## config.mk

```make
export PLATFORM = sky130hd
export DESIGN_NAME = usb_receiver
export DESIGN_NICKNAME = d
export VERILOG_FILES = /design/src/rtl/usb_receiver.sv
export SDC_FILE = /design/constraint.sdc
export NUM_CORES = 1
export LEC_CHECK = 0
export ABC_AREA = 1
export BUFFER_PORTS_ARGS = -buffer_cell sky130_fd_sc_hd__buf_2
export CAP_MARGIN = 20
export CORE_UTILIZATION = 28
export DETAILED_ROUTE_END_ITERATION = 6
export HOLD_SLACK_MARGIN = 0.05
export SYNTH_ARGS = -nofsm -noshare
export SYNTH_HDL_FRONTEND = slang
export SYNTH_SLANG_ARGS = --single-unit
```

## constraint.sdc

```tcl
create_clock -name clk -period 4.84 [get_ports clk]
set_clock_uncertainty 0.1 [all_clocks]
set_input_delay 0.484 -clock clk [delete_from_list [all_inputs] [get_ports clk]]
set_output_delay 0.484 -clock clk [all_outputs]
set_load 0.02 [all_outputs]
```

## src/rtl/usb_receiver.sv

```systemverilog
// usb_receiver: USB full-speed serial receiver.
// Resynchronizes D+/D-, recovers bit timing from D+ transitions, decodes NRZI,
// strips stuffed bits, checks SYNC and PID, and pushes every payload byte
// (CRC bytes included) to the RX FIFO with a one-cycle strobe.
//
// Ports:
//   clk            system clock, rising edge
//   n_rst          asynchronous active-low reset
//   d_plus/d_minus USB line pair, asynchronous to clk
//   rx_full        RX FIFO full flag
//   rx_data        received byte, valid while store_rx is high
//   store_rx       one-cycle FIFO write strobe
//   rx_pid         PID nibble of the current/last valid packet
//   receiving      high from SYNC start until packet done or error
//   rx_packet_done one-cycle pulse on a clean EOP
//   rx_error       sticky error level, cleared when the next SYNC starts
//
// state   | meaning
// --------+--------------------------------------------------------------
// S_IDLE  | bus idle, waiting for the first K of a SYNC
// S_SYNC  | collecting the 8 SYNC bits (first K already counted)
// S_PID   | collecting the PID byte
// S_DATA  | collecting payload bytes, SE0 on a byte boundary starts EOP
// S_EOP   | expecting a second SE0 followed by J
// S_ERROR | bad packet, waiting for SE0 then J before returning to idle
module usb_receiver #(
  parameter int CLKS_PER_BIT = 8
) (
  input  logic       clk,
  input  logic       n_rst,
  input  logic       d_plus,
  input  logic       d_minus,
  input  logic       rx_full,
  output logic [7:0] rx_data,
  output logic       store_rx,
  output logic [3:0] rx_pid,
  output logic       receiving,
  output logic       rx_packet_done,
  output logic       rx_error
);

  localparam int CW = $clog2(CLKS_PER_BIT);

  typedef enum logic [2:0] {
    S_IDLE, S_SYNC, S_PID, S_DATA, S_EOP, S_ERROR
  } state_t;

  // synchronizers; the third stage doubles as the edge-detect reference
  logic dp_meta_q, dp_sync_q, dp_dly_q;
  logic dm_meta_q, dm_sync_q, dm_dly_q;

  logic [CW-1:0] cnt_q, cnt_d;
  logic          prev_samp_q, prev_samp_d;
  state_t        state_q, state_d;
  logic [7:0]    sh_q, sh_d;
  logic [2:0]    bit_cnt_q, bit_cnt_d;
  logic [2:0]    ones_q, ones_d;
  logic          eop_two_q, eop_two_d;
  logic          seen_se0_q, seen_se0_d;
  logic [7:0]    rx_data_q, rx_data_d;
  logic          store_q, store_d;
  logic [3:0]    rx_pid_q, rx_pid_d;
  logic          receiving_q, receiving_d;
  logic          done_q, done_d;
  logic          rx_error_q, rx_error_d;

  logic       dp_edge, strobe;
  logic       line_j, line_k, line_se0, line_se1;
  logic       bit_val, to_error;
  logic [7:0] byte_w;

  assign dp_edge  = dp_sync_q ^ dp_dly_q;
  assign strobe   = (cnt_q == CW'(CLKS_PER_BIT / 2));
  assign line_j   =  dp_dly_q & ~dm_dly_q;
  assign line_k   = ~dp_dly_q &  dm_dly_q;
  assign line_se0 = ~dp_dly_q & ~dm_dly_q;
  assign line_se1 =  dp_dly_q &  dm_dly_q;
  assign bit_val  = (dp_dly_q == prev_samp_q);

  always_comb begin
    if (dp_edge || cnt_q == CW'(CLKS_PER_BIT - 1)) cnt_d = '0;
    else                                          cnt_d = cnt_q + 1'b1;
  end

  always_comb begin
    state_d     = state_q;
    sh_d        = sh_q;
    bit_cnt_d   = bit_cnt_q;
    ones_d      = ones_q;
    eop_two_d   = eop_two_q;
    seen_se0_d  = seen_se0_q;
    rx_data_d   = rx_data_q;
    rx_pid_d    = rx_pid_q;
    receiving_d = receiving_q;
    rx_error_d  = rx_error_q;
    store_d     = 1'b0;
    done_d      = 1'b0;
    to_error    = 1'b0;
    byte_w      = {bit_val, sh_q[7:1]};
    prev_samp_d = strobe ? dp_dly_q : prev_samp_q;

    if (strobe) begin
      unique case (state_q)
        S_IDLE: begin
          if (line_k) begin
            // the first K decodes to SYNC bit 0 (a zero)
            state_d     = S_SYNC;
            sh_d        = 8'h00;
            bit_cnt_d   = 3'd1;
            ones_d      = 3'd0;
            rx_error_d  = 1'b0;
            receiving_d = 1'b1;
          end
        end
        S_SYNC, S_PID, S_DATA: begin
          if (line_se1) begin
            to_error = 1'b1;
          end else if (line_se0) begin
            if (state_q == S_DATA && bit_cnt_q == 3'd0) begin
              state_d   = S_EOP;
              eop_two_d = 1'b0;
            end else begin
              to_error = 1'b1;
            end
          end else if (ones_q == 3'd6) begin
            // stuffed bit slot: a zero is dropped, a one is illegal
            ones_d = 3'd0;
            if (bit_val) to_error = 1'b1;
          end else begin
            ones_d    = bit_val ? ones_q + 3'd1 : 3'd0;
            sh_d      = byte_w;
            bit_cnt_d = bit_cnt_q + 3'd1;
            if (bit_cnt_q == 3'd7) begin
              unique case (state_q)
                S_SYNC: begin
                  if (byte_w == 8'h80) state_d = S_PID;
                  else                 to_error = 1'b1;
                end
                S_PID: begin
                  if (byte_w[7:4] == ~byte_w[3:0]) begin
                    rx_pid_d = byte_w[3:0];
                    state_d  = S_DATA;
                  end else begin
                    to_error = 1'b1;
                  end
                end
                default: begin
                  if (rx_full) begin
                    to_error = 1'b1;
                  end else begin
                    rx_data_d = byte_w;
                    store_d   = 1'b1;
                  end
                end
              endcase
            end
          end
        end
        S_EOP: begin
          if (line_se0 && !eop_two_q) begin
            eop_two_d = 1'b1;
          end else if (line_j && eop_two_q) begin
            done_d      = 1'b1;
            receiving_d = 1'b0;
            state_d     = S_IDLE;
          end else begin
            to_error = 1'b1;
          end
        end
        S_ERROR: begin
          if (line_se0)                 seen_se0_d = 1'b1;
          else if (line_j && seen_se0_q) state_d   = S_IDLE;
        end
        default: state_d = S_IDLE;
      endcase

      if (to_error) begin
        state_d     = S_ERROR;
        receiving_d = 1'b0;
        rx_error_d  = 1'b1;
        // an SE0 that caused the error already counts as the end-of-packet SE0
        seen_se0_d  = line_se0;
      end
    end
  end

  always_ff @(posedge clk or negedge n_rst) begin
    if (!n_rst) begin
      dp_meta_q   <= 1'b1;
      dp_sync_q   <= 1'b1;
      dp_dly_q    <= 1'b1;
      dm_meta_q   <= 1'b0;
      dm_sync_q   <= 1'b0;
      dm_dly_q    <= 1'b0;
      cnt_q       <= '0;
      prev_samp_q <= 1'b1;
      state_q     <= S_IDLE;
      sh_q        <= 8'h00;
      bit_cnt_q   <= 3'd0;
      ones_q      <= 3'd0;
      eop_two_q   <= 1'b0;
      seen_se0_q  <= 1'b0;
      rx_data_q   <= 8'h00;
      store_q     <= 1'b0;
      rx_pid_q    <= 4'h0;
      receiving_q <= 1'b0;
      done_q      <= 1'b0;
      rx_error_q  <= 1'b0;
    end else begin
      dp_meta_q   <= d_plus;
      dp_sync_q   <= dp_meta_q;
      dp_dly_q    <= dp_sync_q;
      dm_meta_q   <= d_minus;
      dm_sync_q   <= dm_meta_q;
      dm_dly_q    <= dm_sync_q;
      cnt_q       <= cnt_d;
      prev_samp_q <= prev_samp_d;
      state_q     <= state_d;
      sh_q        <= sh_d;
      bit_cnt_q   <= bit_cnt_d;
      ones_q      <= ones_d;
      eop_two_q   <= eop_two_d;
      seen_se0_q  <= seen_se0_d;
      rx_data_q   <= rx_data_d;
      store_q     <= store_d;
      rx_pid_q    <= rx_pid_d;
      receiving_q <= receiving_d;
      done_q      <= done_d;
      rx_error_q  <= rx_error_d;
    end
  end

  assign rx_data        = rx_data_q;
  assign store_rx       = store_q;
  assign rx_pid         = rx_pid_q;
  assign receiving      = receiving_q;
  assign rx_packet_done = done_q;
  assign rx_error       = rx_error_q;

endmodule
```

==> flow_summary.ini <==
[placement]
gp_congestion = 0.8671
dp_cells = 369
placed_area_um2 = 2417
io_buffers = 20
dp_hpwl_um = 3213
pre_cts_slack_ps = 2793

[power]
peakVddDrop_v = 0.0001576
finalPower_mw = 1.238
leakage_nw = 1.275
p_sw_uw = 436.1
seqPwrFrac_pct = 38.0
internal-power_uw = 801.9
powerDensity_nw_per_um2 = 475.0
comb_power_share_pct = 30.5
p_sw_share_pct = 35.23
clkPwrFrac_pct = 31.5

[worst_setup_path]
reg2reg_to = rx_pid[2]
reg2reg_slack_ps = 2790
crit_type = reg2reg
r2r-start = ones_q[0]
startpoint_type = register
path_buf_inv = 2
crit_path_end_kind = register
worstPathCellList = inv_1 -> ha_1 -> nand2_1 -> inv_1 -> nor2_1 -> nand3_1 -> or3b_1 -> nand2_1 -> o21ai_1
cp.arrival_ps = 2150
slowest_stage = or3b_1
crit_cells = 9
r2r_cells = 9
required_ps = 4940
crit_fanout = 8
slowest_delay_ps = 540
cpLargestDelayFamily = simple AND/OR/NAND/NOR gates

[min_path]
min_from = d_plus
hold_class = in2reg
hold_depth = 1
holdPathEnd = dp_meta_q

[logic_synthesis]
async_reset_ff_share_pct = 100.0
synth_top_cell_area_share_pct = 45.15
synth_area_um2 = 2217
synth-edff-count = 0
syn_avg_cell_area_um2 = 8.869
synth_seq_cells = 44
yosysWarnings = 0
synth_ff_type = dfrtp_1
yosysUniqueCellTypes = 33
netlist_instances = 250
synth-seq-area-share_pct = 49.89
yosys-top-cells-area = dfrtp_1 (45%), nand2_1 (9.0%), inv_1 (5.9%)
synth_area_leader_cell = dfrtp_1
synthesis.nets = 263

[finish]
n_antenna_cell = 0
ff_latch_area_um2 = 1106
final_common_cell = nand2_1
fin_cells = 379
finish.instance_area_um2 = 2606
utilization_pct = 33.90
layout_common_cells = nand2_1 (53), dfrtp_1 (40), inv_1 (35)
nets = 289
fillCellCount = 816
drive_gt1_share_pct = 21.30
multi_input_area_um2 = 924.6
syn2layout_area_growth_pct = 17.55

[die]
die_y_um = 90.99
rows = 32
pin_count = 21
die_x_um = 90.99
die_area_um2 = 8278
start_util_pct = 28.84
core_area_um2 = 7687

[timing]
slew_violations = 0
rsz0062_at_grt = false
max-slew-margin-rel_pct = 66.08
period_share_pct = 42.42
setup_viol_count_final = 0
finalHoldViolations = 0
worst_slack_ps = 2787
hold_ws_ps = 178.7
setup_tns_ps = 0
fmax_mhz = 487.0
layout_min_cycle_time_ps = 2053
worst_pin_slew_ps = 503.4

[routing]
vias_per_cell = 4.404
drt_iter0_drc = 86
wl_per_cell_um = 11.75
drc_errors = 0
routedLengthMet1_um = 2130
dr.pass1.iters = 6
dr_total_vias = 1669
wl_met2_um = 2071
routed_wirelength_um = 4454
met3_length_um = 186
detail-route-antenna-nets = 0
highest_layer = met4

[clock_tree]
clkLatencyLatePin_ps = 300
cts_sinks = 44
clk_path_buf_depth = 2
cts_tree = built
cts_resized = 0
cts_made_buffers = 5
h-tree-depth = 2
clk_pin_slew_ps = 90
cts_root_buf = clkbuf_8

[grt]
grt_first_pass_wirelength_um = 7472
antenna_found_initial = 0
grt_max_degree = 45
grt.total_usage_pct = 11.48
overflow = 0
first_global_vias = 1604

[run_status]
status = completed

[job]
cap_violations = 0
how the worst max path moves through the flow:
| stage | endpoint | from |
|---|---|---|
| after floorplan | rx_pid[1] | ones_q[0] |
| after global placement | rx_pid[3] | ones_q[0] |
| after detailed placement | rx_pid[0] | ones_q[0] |
| after CTS | rx_pid[0] | ones_q[0] |
| after global routing | rx_pid[3] | ones_q[0] |
| final | rx_pid[2] | ones_q[0] |
cells in the mapped netlist, drive strengths merged (2+ instances only):
cell,number
o22ai,6
nor2,21
buf,2
dfrtp,40
ha,8
a21oi,9
nand3,16
nand4,2
o21ai,27
inv,41
dfstp,4
nand2,61
nor3,5
logic make-up after synthesis:
kind of cell	Yosys count	synth area share [%]
buf+inv	44	8.409
simple gates	107	24.04
flops	44	49.89
fa+ha+maj	8	4.515
compound gates	45	12.36
xor+xnor	2	0.7902
state kept, by name, summed over array words and instances (netlist names), 3 cells and up:
signal / count
cnt_q: 3
rx_data: 8
sh_q: 7
rx_pid: 4
bit_cnt_q: 3
ones_q: 3
state_q: 3
layer usage:
| layer | vias up | GRT usage (%) |
|---|---|---|
| li1 | 855 | - |
| met1 | 768 | 14.55 |
| met2 | 40 | 18.62 |
| met3 | 6 | 2.513 |
| met4 | 0 | 5.423 |
| met5 | - | 0 |
timing repair:
item / 4_1_cts / 5_1_grt
buffers inserted: 0 / 0
endpoints found under the hold margin: 0 / 11
hold buffers: 0 / 1
worst reg2reg max path, stage by stage, from the launching register on:
cell and delay (ps):
dfrtp_1 410, inv_1 60, ha_1 190, nand2_1 60
inv_1 80, nor2_1 180, nand3_1 190, or3b_1 540
nand2_1 90, o21ai_1 60
power by group through the flow:
| stage | Clock [mW] | Sequential [mW] | Combinational, mW |
|---|---|---|---|
| 3_3_place_gp | 0 | 0.475 | 0.376 |
| 6_report | 0.390 | 0.470 | 0.378 |
| 2_1_floorplan | 0 | 0.480 | 0.286 |
| 3_5_place_dp | 0 | 0.478 | 0.373 |
| 5_1_grt | 0.414 | 0.478 | 0.424 |
| 4_1_cts | 0.402 | 0.471 | 0.375 |
final cells by class:
| type | instances | area share, % |
|---|---|---|
| well taps | 102 | 4.897 |
| clock buffers | 5 | 2.640 |
| flip-flops and latches | 44 | 42.44 |
| repair buffers | 22 | 4.993 |
| inverters | 41 | 6.097 |
| clock inverters | 3 | 3.457 |
| multi-input cells | 162 | 35.48 |
No activity file was read; power rests on OpenSTA's default activity.
